===== config.mk =====
export PLATFORM = sky130hd
export DESIGN_NAME = wb_commit
export DESIGN_NICKNAME = d
export VERILOG_FILES = /design/src/rtl/wb_commit_pkg.sv /design/src/rtl/wb_fifo.sv /design/src/rtl/wb_commit.sv
export SDC_FILE = /design/constraint.sdc
export NUM_CORES = 1
export LEC_CHECK = 0
export CAP_MARGIN = 25
export CELL_PAD_IN_SITES_DETAIL_PLACEMENT = 1
export CELL_PAD_IN_SITES_GLOBAL_PLACEMENT = 1
export CORE_MARGIN = 4
export CORE_UTILIZATION = 25
export DETAILED_ROUTE_END_ITERATION = 12
export PLACE_DENSITY = 0.71
export SLEW_MARGIN = 20
export SYNTH_ARGS = -nofsm -noshare
export SYNTH_HDL_FRONTEND = slang
export SYNTH_SLANG_ARGS = --single-unit
export TNS_END_PERCENT = 30

===== constraint.sdc =====
create_clock -name clk -period 2.96 [get_ports clk]
set_clock_uncertainty 0.05 [all_clocks]
set_input_delay 0.592 -clock clk [delete_from_list [all_inputs] [get_ports clk]]
set_output_delay 0.592 -clock clk [all_outputs]
set_load 0.01 [all_outputs]

===== src/rtl/wb_commit_pkg.sv =====
// Shared definitions for the writeback commit block: default queue depth,
// result-bundle field widths, the queued entry layout and a small helper.
package wb_commit_pkg;

  localparam int WB_DEPTH   = 2;
  localparam int WB_IDX_W   = 4;
  localparam int WB_DATA_W  = 32;
  localparam int WB_ENTRY_W = WB_IDX_W + WB_DATA_W;
  localparam int WB_NREGS   = 16;

  // One queued GPR write: {wdst, wdata}, 36 bits.
  typedef struct packed {
    logic [WB_IDX_W-1:0]  wdst;
    logic [WB_DATA_W-1:0] wdata;
  } wb_entry_t;

  // One-hot register mask for a GPR index.
  function automatic logic [WB_NREGS-1:0] reg_onehot(input logic [WB_IDX_W-1:0] idx);
    reg_onehot = WB_NREGS'(1) << idx;
  endfunction

endpackage


===== src/rtl/wb_fifo.sv =====
// In-order result queue for wb_commit: DEPTH entries of {wdst, wdata}.
// Besides the head it presents every entry ordered by age (slot 0 = oldest)
// with a thermometer valid vector, used for the pending mask and, when
// WB_BYPASS_EN is defined, for the bypass search.
module wb_fifo
  import wb_commit_pkg::*;
#(
  parameter int DEPTH = WB_DEPTH
) (
  input  logic                          clk,
  input  logic                          rst_n,
  input  logic                          push,
  input  logic [WB_IDX_W-1:0]           push_wdst,
  input  logic [WB_DATA_W-1:0]          push_wdata,
  input  logic                          pop,
  output logic                          full,
  output logic                          empty,
  output logic [WB_IDX_W-1:0]           head_wdst,
  output logic [WB_DATA_W-1:0]          head_wdata,
  output logic [DEPTH-1:0]              ord_valid,
`ifdef WB_BYPASS_EN
  output logic [DEPTH*WB_DATA_W-1:0]    ord_wdata,
`endif
  output logic [DEPTH*WB_IDX_W-1:0]     ord_wdst
);

  localparam int PW = $clog2(DEPTH);
  localparam int CW = PW + 1;

  wb_entry_t       mem [DEPTH];
  logic [PW-1:0]   wr_ptr;
  logic [PW-1:0]   rd_ptr;
  logic [CW-1:0]   count;
  logic            do_push;
  logic            do_pop;

  assign full    = (count == CW'(DEPTH));
  assign empty   = (count == '0);
  // A full queue refuses pushes even when it pops in the same cycle.
  assign do_push = push & ~full;
  assign do_pop  = pop & ~empty;

  assign head_wdst  = mem[rd_ptr].wdst;
  assign head_wdata = mem[rd_ptr].wdata;

  // Entry storage; no reset needed because occupancy is tracked by count.
  always_ff @(posedge clk) begin
    if (do_push) begin
      mem[wr_ptr] <= '{wdst: push_wdst, wdata: push_wdata};
    end
  end

  // Pointers wrap naturally because DEPTH is a power of two.
  always_ff @(posedge clk) begin
    if (!rst_n) begin
      wr_ptr <= '0;
      rd_ptr <= '0;
      count  <= '0;
    end else begin
      if (do_push) wr_ptr <= wr_ptr + 1'b1;
      if (do_pop)  rd_ptr <= rd_ptr + 1'b1;
      case ({do_push, do_pop})
        2'b10:   count <= count + 1'b1;
        2'b01:   count <= count - 1'b1;
        default: count <= count;
      endcase
    end
  end

  // Age-ordered view of the queue contents.
  always_comb begin
    ord_valid = '0;
    ord_wdst  = '0;
`ifdef WB_BYPASS_EN
    ord_wdata = '0;
`endif
    for (int k = 0; k < DEPTH; k++) begin
      ord_valid[k] = (CW'(k) < count);
      ord_wdst[k*WB_IDX_W +: WB_IDX_W] = mem[rd_ptr + PW'(k)].wdst;
`ifdef WB_BYPASS_EN
      ord_wdata[k*WB_DATA_W +: WB_DATA_W] = mem[rd_ptr + PW'(k)].wdata;
`endif
    end
  end

endmodule


===== src/rtl/wb_commit.sv =====
// Writeback commit: consumes execute-unit results, owns SR.T, queues GPR
// writes in order and shares the single register-file write port with LSU
// load returns (LSU always wins). Optional feature macro: WB_BYPASS_EN adds
// a combinational bypass lookup into the queue (youngest match wins).
//
// Handshake: a result transfers on a rising edge where ex_valid && ex_ready.
// ex_ready depends only on registered queue state (!full), never on ex_valid
// or on a same-cycle pop. T-only results transfer but never take a queue slot.
module wb_commit
  import wb_commit_pkg::*;
#(
  parameter int   DEPTH  = WB_DEPTH,
  parameter logic T_INIT = 1'b0
) (
  input  logic                  clk,
  input  logic                  rst_n,
  input  logic                  ex_valid,
  output logic                  ex_ready,
  input  logic                  ex_t_wen,
  input  logic                  ex_t,
  input  logic                  ex_wen,
  input  logic [WB_IDX_W-1:0]   ex_wdst,
  input  logic [WB_DATA_W-1:0]  ex_wdata,
  input  logic                  sr_t_wr,
  input  logic                  sr_t_wdata,
  output logic                  sr_t,
  input  logic                  lsu_wen,
  input  logic [WB_IDX_W-1:0]   lsu_wdst,
  input  logic [WB_DATA_W-1:0]  lsu_wdata,
  output logic                  rf_wen,
  output logic [WB_IDX_W-1:0]   rf_wdst,
  output logic [WB_DATA_W-1:0]  rf_wdata,
`ifdef WB_BYPASS_EN
  input  logic [WB_IDX_W-1:0]   byp_rsel,
  output logic                  byp_hit,
  output logic [WB_DATA_W-1:0]  byp_data,
`endif
  output logic [WB_NREGS-1:0]   pend_mask
);

  logic                       accept;
  logic                       q_push;
  logic                       q_pop;
  logic                       q_full;
  logic                       q_empty;
  logic                       q_head_valid;
  logic [WB_IDX_W-1:0]        head_wdst;
  logic [WB_DATA_W-1:0]       head_wdata;
  logic [DEPTH-1:0]           ord_valid;
  logic [DEPTH*WB_IDX_W-1:0]  ord_wdst;
`ifdef WB_BYPASS_EN
  logic [DEPTH*WB_DATA_W-1:0] ord_wdata;
`endif

  assign ex_ready = ~q_full;
  assign accept   = ex_valid & ex_ready;
  assign q_push   = accept & ex_wen;
  // While reset is held the queue is being discarded, so it never drives
  // the port; this keeps a reset mid-drain from producing a stray write.
  assign q_head_valid = rst_n & ~q_empty;
  assign q_pop        = q_head_valid & ~lsu_wen;

  wb_fifo #(.DEPTH(DEPTH)) u_fifo (
    .clk        (clk),
    .rst_n      (rst_n),
    .push       (q_push),
    .push_wdst  (ex_wdst),
    .push_wdata (ex_wdata),
    .pop        (q_pop),
    .full       (q_full),
    .empty      (q_empty),
    .head_wdst  (head_wdst),
    .head_wdata (head_wdata),
    .ord_valid  (ord_valid),
`ifdef WB_BYPASS_EN
    .ord_wdata  (ord_wdata),
`endif
    .ord_wdst   (ord_wdst)
  );

  // Architectural T: an accepted execute update beats a same-cycle SR write.
  always_ff @(posedge clk) begin
    if (!rst_n) begin
      sr_t <= T_INIT;
    end else if (accept && ex_t_wen) begin
      sr_t <= ex_t;
    end else if (sr_t_wr) begin
      sr_t <= sr_t_wdata;
    end
  end

  // Register-file port arbitration: LSU first, then the queue head.
  always_comb begin
    rf_wen   = 1'b0;
    rf_wdst  = '0;
    rf_wdata = '0;
    if (lsu_wen) begin
      rf_wen   = 1'b1;
      rf_wdst  = lsu_wdst;
      rf_wdata = lsu_wdata;
    end else if (q_head_valid) begin
      rf_wen   = 1'b1;
      rf_wdst  = head_wdst;
      rf_wdata = head_wdata;
    end
  end

  // Pending-destination mask over all occupied entries.
  always_comb begin
    pend_mask = '0;
    for (int k = 0; k < DEPTH; k++) begin
      if (ord_valid[k]) begin
        pend_mask = pend_mask | reg_onehot(ord_wdst[k*WB_IDX_W +: WB_IDX_W]);
      end
    end
  end

`ifdef WB_BYPASS_EN
  // Bypass search; walking oldest to youngest lets the youngest match win.
  always_comb begin
    byp_hit  = 1'b0;
    byp_data = '0;
    for (int k = 0; k < DEPTH; k++) begin
      if (ord_valid[k] && (ord_wdst[k*WB_IDX_W +: WB_IDX_W] == byp_rsel)) begin
        byp_hit  = 1'b1;
        byp_data = ord_wdata[k*WB_DATA_W +: WB_DATA_W];
      end
    end
  end
`endif

endmodule


After elaboration in Yosys (flattened, before gate mapping) --
Memory sizes are Yosys's and may differ from the RTL's. A register that Yosys moved wholly into a read port is not among the register bits. Cells that the tools add are included.
Storage, ports and cells: bits in registers 5, latch bits 0, RAM bits 72, memory bits (read-only) 0, input port bits 81, output and inout port bits 55, logic and storage cells 45, memories 1
Cells by class: $add $sub $neg 4, $mul 0, div/mod/pow operators 0, magnitude comparators 2, equality and inequality tests 3, shifts and indexed selects 2, muxes and demuxes 15, bitwise gates (word level) 10, reduce and logical (&&, ||, !) cells 4
Memories:
- u_fifo.mem | depth 2, bits a word 36, read ports 2, clocked after memory_dff 1, write ports 1, RTL line wb_fifo.sv:30 | wb_entry_t mem [DEPTH];
Operators with widths (count):
- 32-bit two-way mux | 2
- 16-bit two-way mux | 2
- 1-bit by 4-bit left shift with 16-bit output, first input constant | 2
- 16-bit OR | 1
- 1-bit two-way mux | 8
- 4-bit two-way mux | 2
- 1-bit AND | 6
- 2-bit == test, second input constant | 2
- 1-bit by 2-bit less-than comparator with 1-bit output, first input constant | 2
- 2-bit one-hot mux with 2 select lines | 1
- 2-bit nonzero test | 2
- 1-bit inverter | 3
- 1-bit adder, second input constant | 2
- 2-bit by 1-bit adder with 2-bit output, second input constant | 1
- 2-bit by 1-bit == test with 1-bit output, second input constant | 1
- 2-bit logical NOT | 1
- 2-bit by 1-bit subtractor with 2-bit output, second input constant | 1
- 1-bit logical AND | 1

Depth between registers and ports, before layout --
Gate-level depths: netlist (run 1).
word-level depth 7, depth in mapped cells 10, mapped depth without buffers 9

By module --
A second synthesis (run 1) with hierarchy kept.
Unflattened totals: cells, all modules 238, area total of the unflattened synthesis 3787.4 sq um
Modules (own cells, without submodules):
- wb_fifo | instances 1, cells an instance 150, area each 3100.5 sq um, sequential area each 2262.2 sq um
- wb_commit | instances 1, cells an instance 88, area each 686.9 sq um, sequential area each 20.0 sq um

Least setup slack after synthesis (run 1) --
No wires, ideal clock.
path kind reg-to-reg, from register u_fifo.count[0], to memory u_fifo.mem[0][0] (netlist bit) (enable), library setup time 431 ps, data arrival time 2384 ps, data required time 2479 ps, setup slack 95 ps, cell stages (with the launch flop) 5, buffers on the path 0, clock period less this slack 2865 ps, cells stage by stage dfxtp_1 inv_1 ha_1 nand3b_1 nor2_1
Between the ends: longest elaborated chain between the ends 7
RTL lines:
- start: declaration | RTL line wb_fifo.sv:33 | logic [CW-1:0] count;
- start signal: assignment | RTL line wb_fifo.sv:63 | 2'b10: count <= count + 1'b1;
- start signal: assignment | RTL line wb_fifo.sv:64 | 2'b01: count <= count - 1'b1;
- start signal: assignment | RTL line wb_fifo.sv:65 | default: count <= count;
- 2-bit == test * | RTL line wb_fifo.sv:37 | assign full = (count == CW'(DEPTH));
- 1-bit inverter * | RTL line wb_fifo.sv:40, wb_commit.sv:55
- 1-bit AND | RTL line wb_commit.sv:56 | assign accept = ex_valid & ex_ready;
- 1-bit AND | RTL line wb_commit.sv:57 | assign q_push = accept & ex_wen;
- 1-bit AND * | RTL line wb_fifo.sv:40 | assign do_push = push & ~full;
- 1-bit two-way mux * | RTL line wb_fifo.sv:48 | if (do_push) begin
- 1-bit two-way mux (not written as such) * | RTL line wb_fifo.sv:49 | mem[wr_ptr] <= '{wdst: push_wdst, wdata: push_wdata};
- end: declaration | RTL line wb_fifo.sv:30
Every way passes the cells marked *; elsewhere a longest branch is shown, timed or not.

==> reports/metrics.cfg, run 1 <==
[final_layout]
syn_to_final_growth_pct = 53.0
fin_nets = 520
fillCellCount = 1573
antennaDiodeCount = 0
layout.cells.non_filler = 623
drive_gt1_frac = 0.0957

[grt]
globalRouteOverflowTotal = 0
grt_max_degree = 22
grt_pass1_vias = 3088
grt_pass1_wl_um = 16100
antenna_found_initial = 1
grt_use_total = 0.124

[floorplan]
die-area_um2 = 16700
die_w_um = 129
row_count = 44
fp.coreArea_um2 = 14500
fp.dieH_um = 129
start_util = 0.254
ios = 136

[hold_path]
hold_class = flop to flop
hold_depth = 2

[pwr]
power_mw = 3.07
leakage_nw = 2.11
peakVddDrop_uv = 313
p_per_area_nw_per_um2 = 545

[timing]
relSlewSlack = 0.706
hold_viol_final = 0
min_period_ns = 2.90
setup_viol = 0
final.setup.tns_ns = 0
fin_ws_ns = 0.0607
tightest_slew_ns = 0.429
maxSlewViolCount = 0
finalCritPeriodShare = 0.979
rsz0062_at_grt = yes
fmaxAchievable_mhz = 345

[synth]
syn_inst = 291
ys_types = 37
yosys_warnings = 0
async_reset_ff_frac = 0
synth_edf_count = 72
synth_area_um2 = 3680
syn-mean-instance-area_um2 = 12.6
yosys_most_used_dff = edfxtp_1
ys_seq_area_frac = 0.621
ys_seq_elements = 78
syn_nets = 376

[cts]
cts.clk_slew.worst_paths_ns = 0.06
cts_buffers = 9
cts_tree = built
insertion_delay_ns = 0.32
postCtsHoldBufs = 0
cts.sinks = 78
cts-root-buf = clkbuf_16
clockBufferDepth = 2
htree_levels = 3

[placement]
dp_slack_ns = 0.0403
finalWeightedCongestion = 0.874
dpl.cell_count = 607
hpwl_um = 7780
port_buffers = 135

[worst_setup_path]
slowest_stage = clkdlybuf4s50_1
rr_worst_depth = 10
startpoint_type = flop
critical_path_class = flop to output pin
critical_path_depth = 4
crit_family = buffers and inverters
crit_required_ns = 2.32
critical_path.endpoint_type = output pin
critPathBufInv = 1
crit_fanout = 8
worstPathArrival_ns = 2.26
path_cells = mux2i_1 -> or3_1 -> o32ai_1 -> clkdlybuf4s50_1
cpPeakStageDelay_ns = 0.61

[routing]
avgRoutedWirePerCell_um = 16.6
drc = 0
dr.pass1.iters = 4
wl_um = 10300
ant_nets = 0
via_count = 2870
vias_per_cell = 4.61
drtIter0Drc = 114

[outcome]
status = completed

[run]
drv_cap = 0

[flip-flops by register name (all words and copies together) (netlist names), named ones only]
register / flops
u_fifo.mem: 72
u_fifo.count: 2
sr_t: 1
u_fifo.rd_ptr: 1
u_fifo.wr_ptr: 1
[report_power, final]
part           leakage [nW]  total, mW  internal, mW  switching, mW
Sequential            0.712       1.30          1.26         0.0375
Combinational          1.24      0.528         0.279          0.249
Clock                 0.159       1.24         0.822          0.417
[per-stage QoR]
step / hold WS [ns] / util / area, um^2
after CTS: 0.559 / 0.386 / 5590
after global routing: 0.587 / 0.389 / 5630
after detailed placement: 0.544 / 0.365 / 5280
final: 0.551 / 0.389 / 5630
after global placement: 0.520 / 0.365 / 5280
after floorplan: 0.500 / - / 3680
[cells by family (layout without fill, tap and decap cells)]
group,after synthesis,after routing,synth area share
flip-flops,78,78,0.621
adder cells (fa/ha/maj),4,4,0.0136
XOR/XNOR,2,2,0.00476
multiplexers,42,42,0.116
buffers and inverters,25,173,0.0354
AO/OA/AOI/OAI,70,70,0.122
AND/OR/NAND/NOR,70,70,0.0881
[layout by cell type, fill, tap and decap left out, types with 3 or more instances in the layout]
master           synthesis  final
ha_1                     4      3
edfxtp_1                72     72
mux2i_1                 38     37
o21ai_0                 39     39
and2_1                   4      4
buf_4                    1     11
nand3_1                  5      5
dfxtp_1                  6      3
o32ai_1                 13     13
clkdlybuf4s50_1          0     95
nor2_1                   5      3
dlymetal6s2s_1           0      9
clkbuf_16                0      9
a22oi_1                  3      3
mux2_2                   4      4
inv_1                   10      9
dlygate4sd2_1            0     30
bufinv_16                0      3
nor2b_1                  4      3
nand3b_1                 4      4
nand2_1                 41     40
[layout make-up]
cell class,count,area (um^2),share of cell area
flip-flops and latches,78,2290,0.407
repair buffers,148,1450,0.257
multi-input cells,188,1290,0.229
well taps,184,230,0.0409
clock buffers,10,229,0.0407
clock inverters,5,106,0.0189
inverters,10,37.5,0.00667
[Yosys cell counts, types with 2 or more instances]
master / number / area share
edfxtp_1: 72 / 0.59
nand2_1: 41 / 0.042
o21ai_0: 39 / 0.053
mux2i_1: 38 / 0.10
o32ai_1: 13 / 0.031
inv_1: 10 / 0.010
clkbuf_1: 8 / 0.0082
dfxtp_1: 6 / 0.033
nand3_1: 5 / 0.0068
nor2_1: 5 / 0.0051
and2_1: 4 / 0.0068
buf_6: 4 / 0.012
ha_1: 4 / 0.014
mux2_2: 4 / 0.012
nand3b_1: 4 / 0.0082
nor2b_1: 4 / 0.0068
a22oi_1: 3 / 0.0061
a21boi_0: 2 / 0.0041
a21o_1: 2 / 0.0041
a21oi_1: 2 / 0.0027
a32oi_1: 2 / 0.0048
o22ai_1: 2 / 0.0034
or3_1: 2 / 0.0034
xnor2_1: 2 / 0.0048
[per-layer routing]
metal | global-route usage | vias to the layer above | wire [um]
li1 | - | 1389 | -
met1 | 0.150 | 1373 | 4390
met2 | 0.212 | 99 | 5090
met3 | 0.0367 | 7 | 750
met4 | 0.0383 | 2 | 85
met5 | 0 | - | 14
[worst paths after layout]
path	start	endpoint	slack, ns
setup / recovery	u_fifo.mem[0][32]$_DFFE_PP_	pend_mask[11]	0.06
hold / removal	u_fifo.count[0]$_SDFFE_PN0P_	u_fifo.count[0]$_SDFFE_PN0P_	0.55
hold reg to reg	u_fifo.count[0]$_SDFFE_PN0P_	u_fifo.count[0]$_SDFFE_PN0P_	0.55
setup reg to reg	u_fifo.count[0]$_SDFFE_PN0P_	u_fifo.count[1]$_SDFFE_PN0P_	1.06
[repair_timing]
| action | 4_1_cts | 5_1_grt |
|---|---|---|
| gates resized for setup | 36 | 13 |
| pin swaps | 0 | 1 |
| setup endpoints to repair | 43 | 22 |
| buffers inserted | 0 | 1 |
[worst reg2reg max path, cell delays in order, from the launching register on]
cell      delay, ns
dfxtp_1        0.33
inv_1          0.09
ha_2           0.24
inv_2          0.07
nand3b_1       0.16
buf_12         0.17
inv_1          0.05
ha_1           0.32
nand2_1        0.07
o21ai_0        0.06
and2_1         0.16
Power figures use the tool's default switching activity.
==> inputs of run 2 (changes only) <==
--- a/config.mk
+++ b/config.mk
@@ -12,6 +12,7 @@
 export CORE_UTILIZATION = 25
 export DETAILED_ROUTE_END_ITERATION = 12
 export PLACE_DENSITY = 0.71
+export SKIP_LAST_GASP = 1
 export SLEW_MARGIN = 20
 export SYNTH_ARGS = -nofsm -noshare
 export SYNTH_HDL_FRONTEND = slang
==> run 2 against run 1 <==
Against the previous run: the flow now finishes with violations (negative setup slack); count of clock-buffer cells in the layout is the same; hold slack is essentially flat; design area grew 0.47%; global-route usage is essentially flat; fmax shrank 2.1%; combinational power grew 3%; clock power is essentially flat; critical path depth is the same; total power grew 0.40%; first-iteration DRC count grew 7.0%; final cell count shrank 0.16%; routed wire length shrank 0.23%; critical endpoint is now pend_mask[2].
==> reports/metrics.cfg, run 2 (same netlist as run 1, synthesis figures left out) <==
[outcome]
status = finished, violations left  ; was completed
violations = negative setup slack

[final_layout]
layout.cells.non_filler = 622  ; was 623
drive_gt1_frac = 0.0868  ; was 0.0957
register_area_um2 = 2290  ; unchanged
fillCellCount = 1554  ; was 1573
reg_top3 = u_fifo.mem (72), u_fifo.count (2)  ; unchanged
multi_input_area_um2 = 1280  ; was 1290 um^2
regMostFlops = u_fifo.mem  ; unchanged
antennaDiodeCount = 0  ; unchanged
fin_nets = 519  ; was 520
post-route-util = 0.391  ; was 0.389
final_common_cell = clkdlybuf4s50_1  ; unchanged
mostFrequentLayoutCells = 116 x clkdlybuf4s50_1, 72 x edfxtp_1, 41 x nand2_1  ; was 95 x clkdlybuf4s50_1, 72 x edfxtp_1, 40 x nand2_1
syn_to_final_growth_pct = 53.8  ; was 53.0%
largest_reg_flops = 72  ; unchanged

[routing]
drtIter0Drc = 122  ; was 114
via_count = 2881  ; was 2870
vias_per_cell = 4.63  ; was 4.61
dr.pass1.iters = 4  ; unchanged
ant_nets = 0  ; unchanged
avgRoutedWirePerCell_um = 16.6  ; about the same
wl_um = 10300  ; about the same
drc = 0  ; unchanged

[worst_setup_path]
crit_fanout = 18  ; was 8
critical_path_class = flop to output pin  ; unchanged
rr_worst_depth = 10  ; unchanged
slowest_stage = clkdlybuf4s50_1  ; unchanged
reg2reg_to = u_fifo.count[1]$_SDFFE_PN0P_  ; unchanged
startpoint_type = flop  ; unchanged
path_cells = mux2i_2 -> nand2_1 -> o32ai_1 -> clkdlybuf4s50_1  ; was mux2i_1 -> or3_1 -> o32ai_1 -> clkdlybuf4s50_1
critical_path.endpoint_type = output pin  ; unchanged
crit_required_ns = 2.32  ; about the same
worstPathArrival_ns = 2.32  ; was 2.26 ns
cpPeakStageDelay_ns = 0.60  ; was 0.61 ns
r2r-start = u_fifo.count[0]$_SDFFE_PN0P_  ; unchanged
reg2reg_slack_ns = 1.00  ; was 1.06 ns

[timing]
tightest_slew_ns = 0.417  ; was 0.429 ns
maxSlewViolCount = 0  ; unchanged
fmaxAchievable_mhz = 338  ; was 345 MHz
hold_viol_final = 0  ; unchanged
relSlewSlack = 0.714  ; was 0.706
fin_ws_ns = -0.00201  ; was 0.0607 ns
finalCritPeriodShare = 1.00  ; was 0.979
min_period_ns = 2.96  ; was 2.90 ns
setup_viol = 1  ; was 0
rsz0062_at_grt = yes  ; unchanged
final.setup.tns_ns = -0.00201  ; was 0 ns

[grt]
grt_use_met1 = 0.150  ; unchanged
grt_max_degree = 22  ; unchanged
grt_use_total = 0.123  ; was 0.124
grt_pass1_wl_um = 16100  ; about the same
grt.busiest_layer = met2  ; unchanged
globalRouteOverflowTotal = 0  ; unchanged
grt_pass1_vias = 3086  ; was 3088
antenna_found_initial = 1  ; unchanged
grt.met2_usage = 0.210  ; was 0.212
use_met3 = 0.0367  ; unchanged

[placement]
dpl.cell_count = 607  ; unchanged
port_buffers = 135  ; unchanged
finalWeightedCongestion = 0.874  ; unchanged
hpwl_um = 7780  ; unchanged

[floorplan]
die_w_um = 129  ; unchanged
ios = 136  ; unchanged
die-area_um2 = 16700  ; unchanged
row_count = 44  ; unchanged
start_util = 0.254  ; unchanged
fp.dieH_um = 129  ; unchanged
fp.coreArea_um2 = 14500  ; unchanged

[pwr]
peakVddDrop_uv = 312  ; was 313 uV
p_per_area_nw_per_um2 = 544  ; was 545 nW/um^2
power_mw = 3.08  ; was 3.07 mW
leakage_nw = 2.08  ; was 2.11 nW

[hold_path]
hold_class = flop to flop  ; unchanged
hold_end = u_fifo.count[0]$_SDFFE_PN0P_  ; unchanged
hp-start = u_fifo.count[0]$_SDFFE_PN0P_  ; unchanged
hold_depth = 2  ; unchanged

[cts]
cts_buffers = 9  ; unchanged
cts.clk_slew.worst_paths_ns = 0.06  ; about the same
cts-root-buf = clkbuf_16  ; unchanged
clockBufferDepth = 2  ; unchanged
cts.sinks = 78  ; unchanged
htree_levels = 3  ; unchanged
post-cts-setup-buffers = 0  ; unchanged
insertion_delay_ns = 0.32  ; about the same
cts_tree = built  ; unchanged

[run]
drv_cap = 0  ; unchanged

## run 2: worst max-delay path by stage
stage | from | end | slack (ns) | cells after the start
after floorplan | u_fifo.count[0]$_SDFFE_PN0P_ | u_fifo.mem[0][0]$_DFFE_PP_ | 0.1 | 4
after global placement | rst_n | rf_wdata[5] | 0.13 | 5
after detailed placement | rst_n | rf_wdata[4] | 0.04 | 5
after CTS | u_fifo.count[1]$_SDFFE_PN0P_ | rf_wdata[4] | -0.13 | 7
after global routing | flop | pend_mask[2] | -0.15 | 4
final | flop | pend_mask[2] | -0.002 | 4
## run 2: timing repair
item	4_1_cts	5_1_grt
pin swaps	0	1
setup endpoints to repair	43	47
resized for setup	8	18
hold buffers	0	0
## run 2: layout make-up
cell class	count	area share
Sequential cell	78	0.405
Timing Repair Buffer	147	0.262
Multi-Input combinational cell	188	0.227
Tap cell	184	0.0407
Clock buffer	10	0.0405
Clock inverter	5	0.0188
Inverter	10	0.00664
## run 2: power by group
part | switching [mW] | total [mW] | internal (mW)
sequential | 0.0377 | 1.30 | 1.26
combinational | 0.249 | 0.543 | 0.294
clock | 0.414 | 1.24 | 0.822
total | 0.701 | 3.08 | 2.38
## run 2: layer usage
layer / routed length (um) / vias to the layer above
met1: 4310 / 1369
met2: 5050 / 114
met5: 12 / -
met3: 820 / 10
met4: 116 / 2
li1: - / 1386
## run 2: worst max-delay path, delay by kind of cell (launching register included)
kind | cells | cell delay (ns)
AO/OA/AOI/OAI | 1 | 0.32
flip-flops | 1 | 0.48
multiplexers | 1 | 0.34
AND/OR/NAND/NOR | 1 | 0.25
buffers and inverters | 1 | 0.60
## run 2: stage by stage
stage          area (um^2)  hold WS [ns]  setup WS, ns
2_1_floorplan         3680         0.500        0.0952
3_3_place_gp          5280         0.520         0.134
3_5_place_dp          5280         0.544        0.0403
4_1_cts               5620         0.559        -0.132
5_1_grt               5650         0.587        -0.151
6_report              5650         0.551      -0.00201
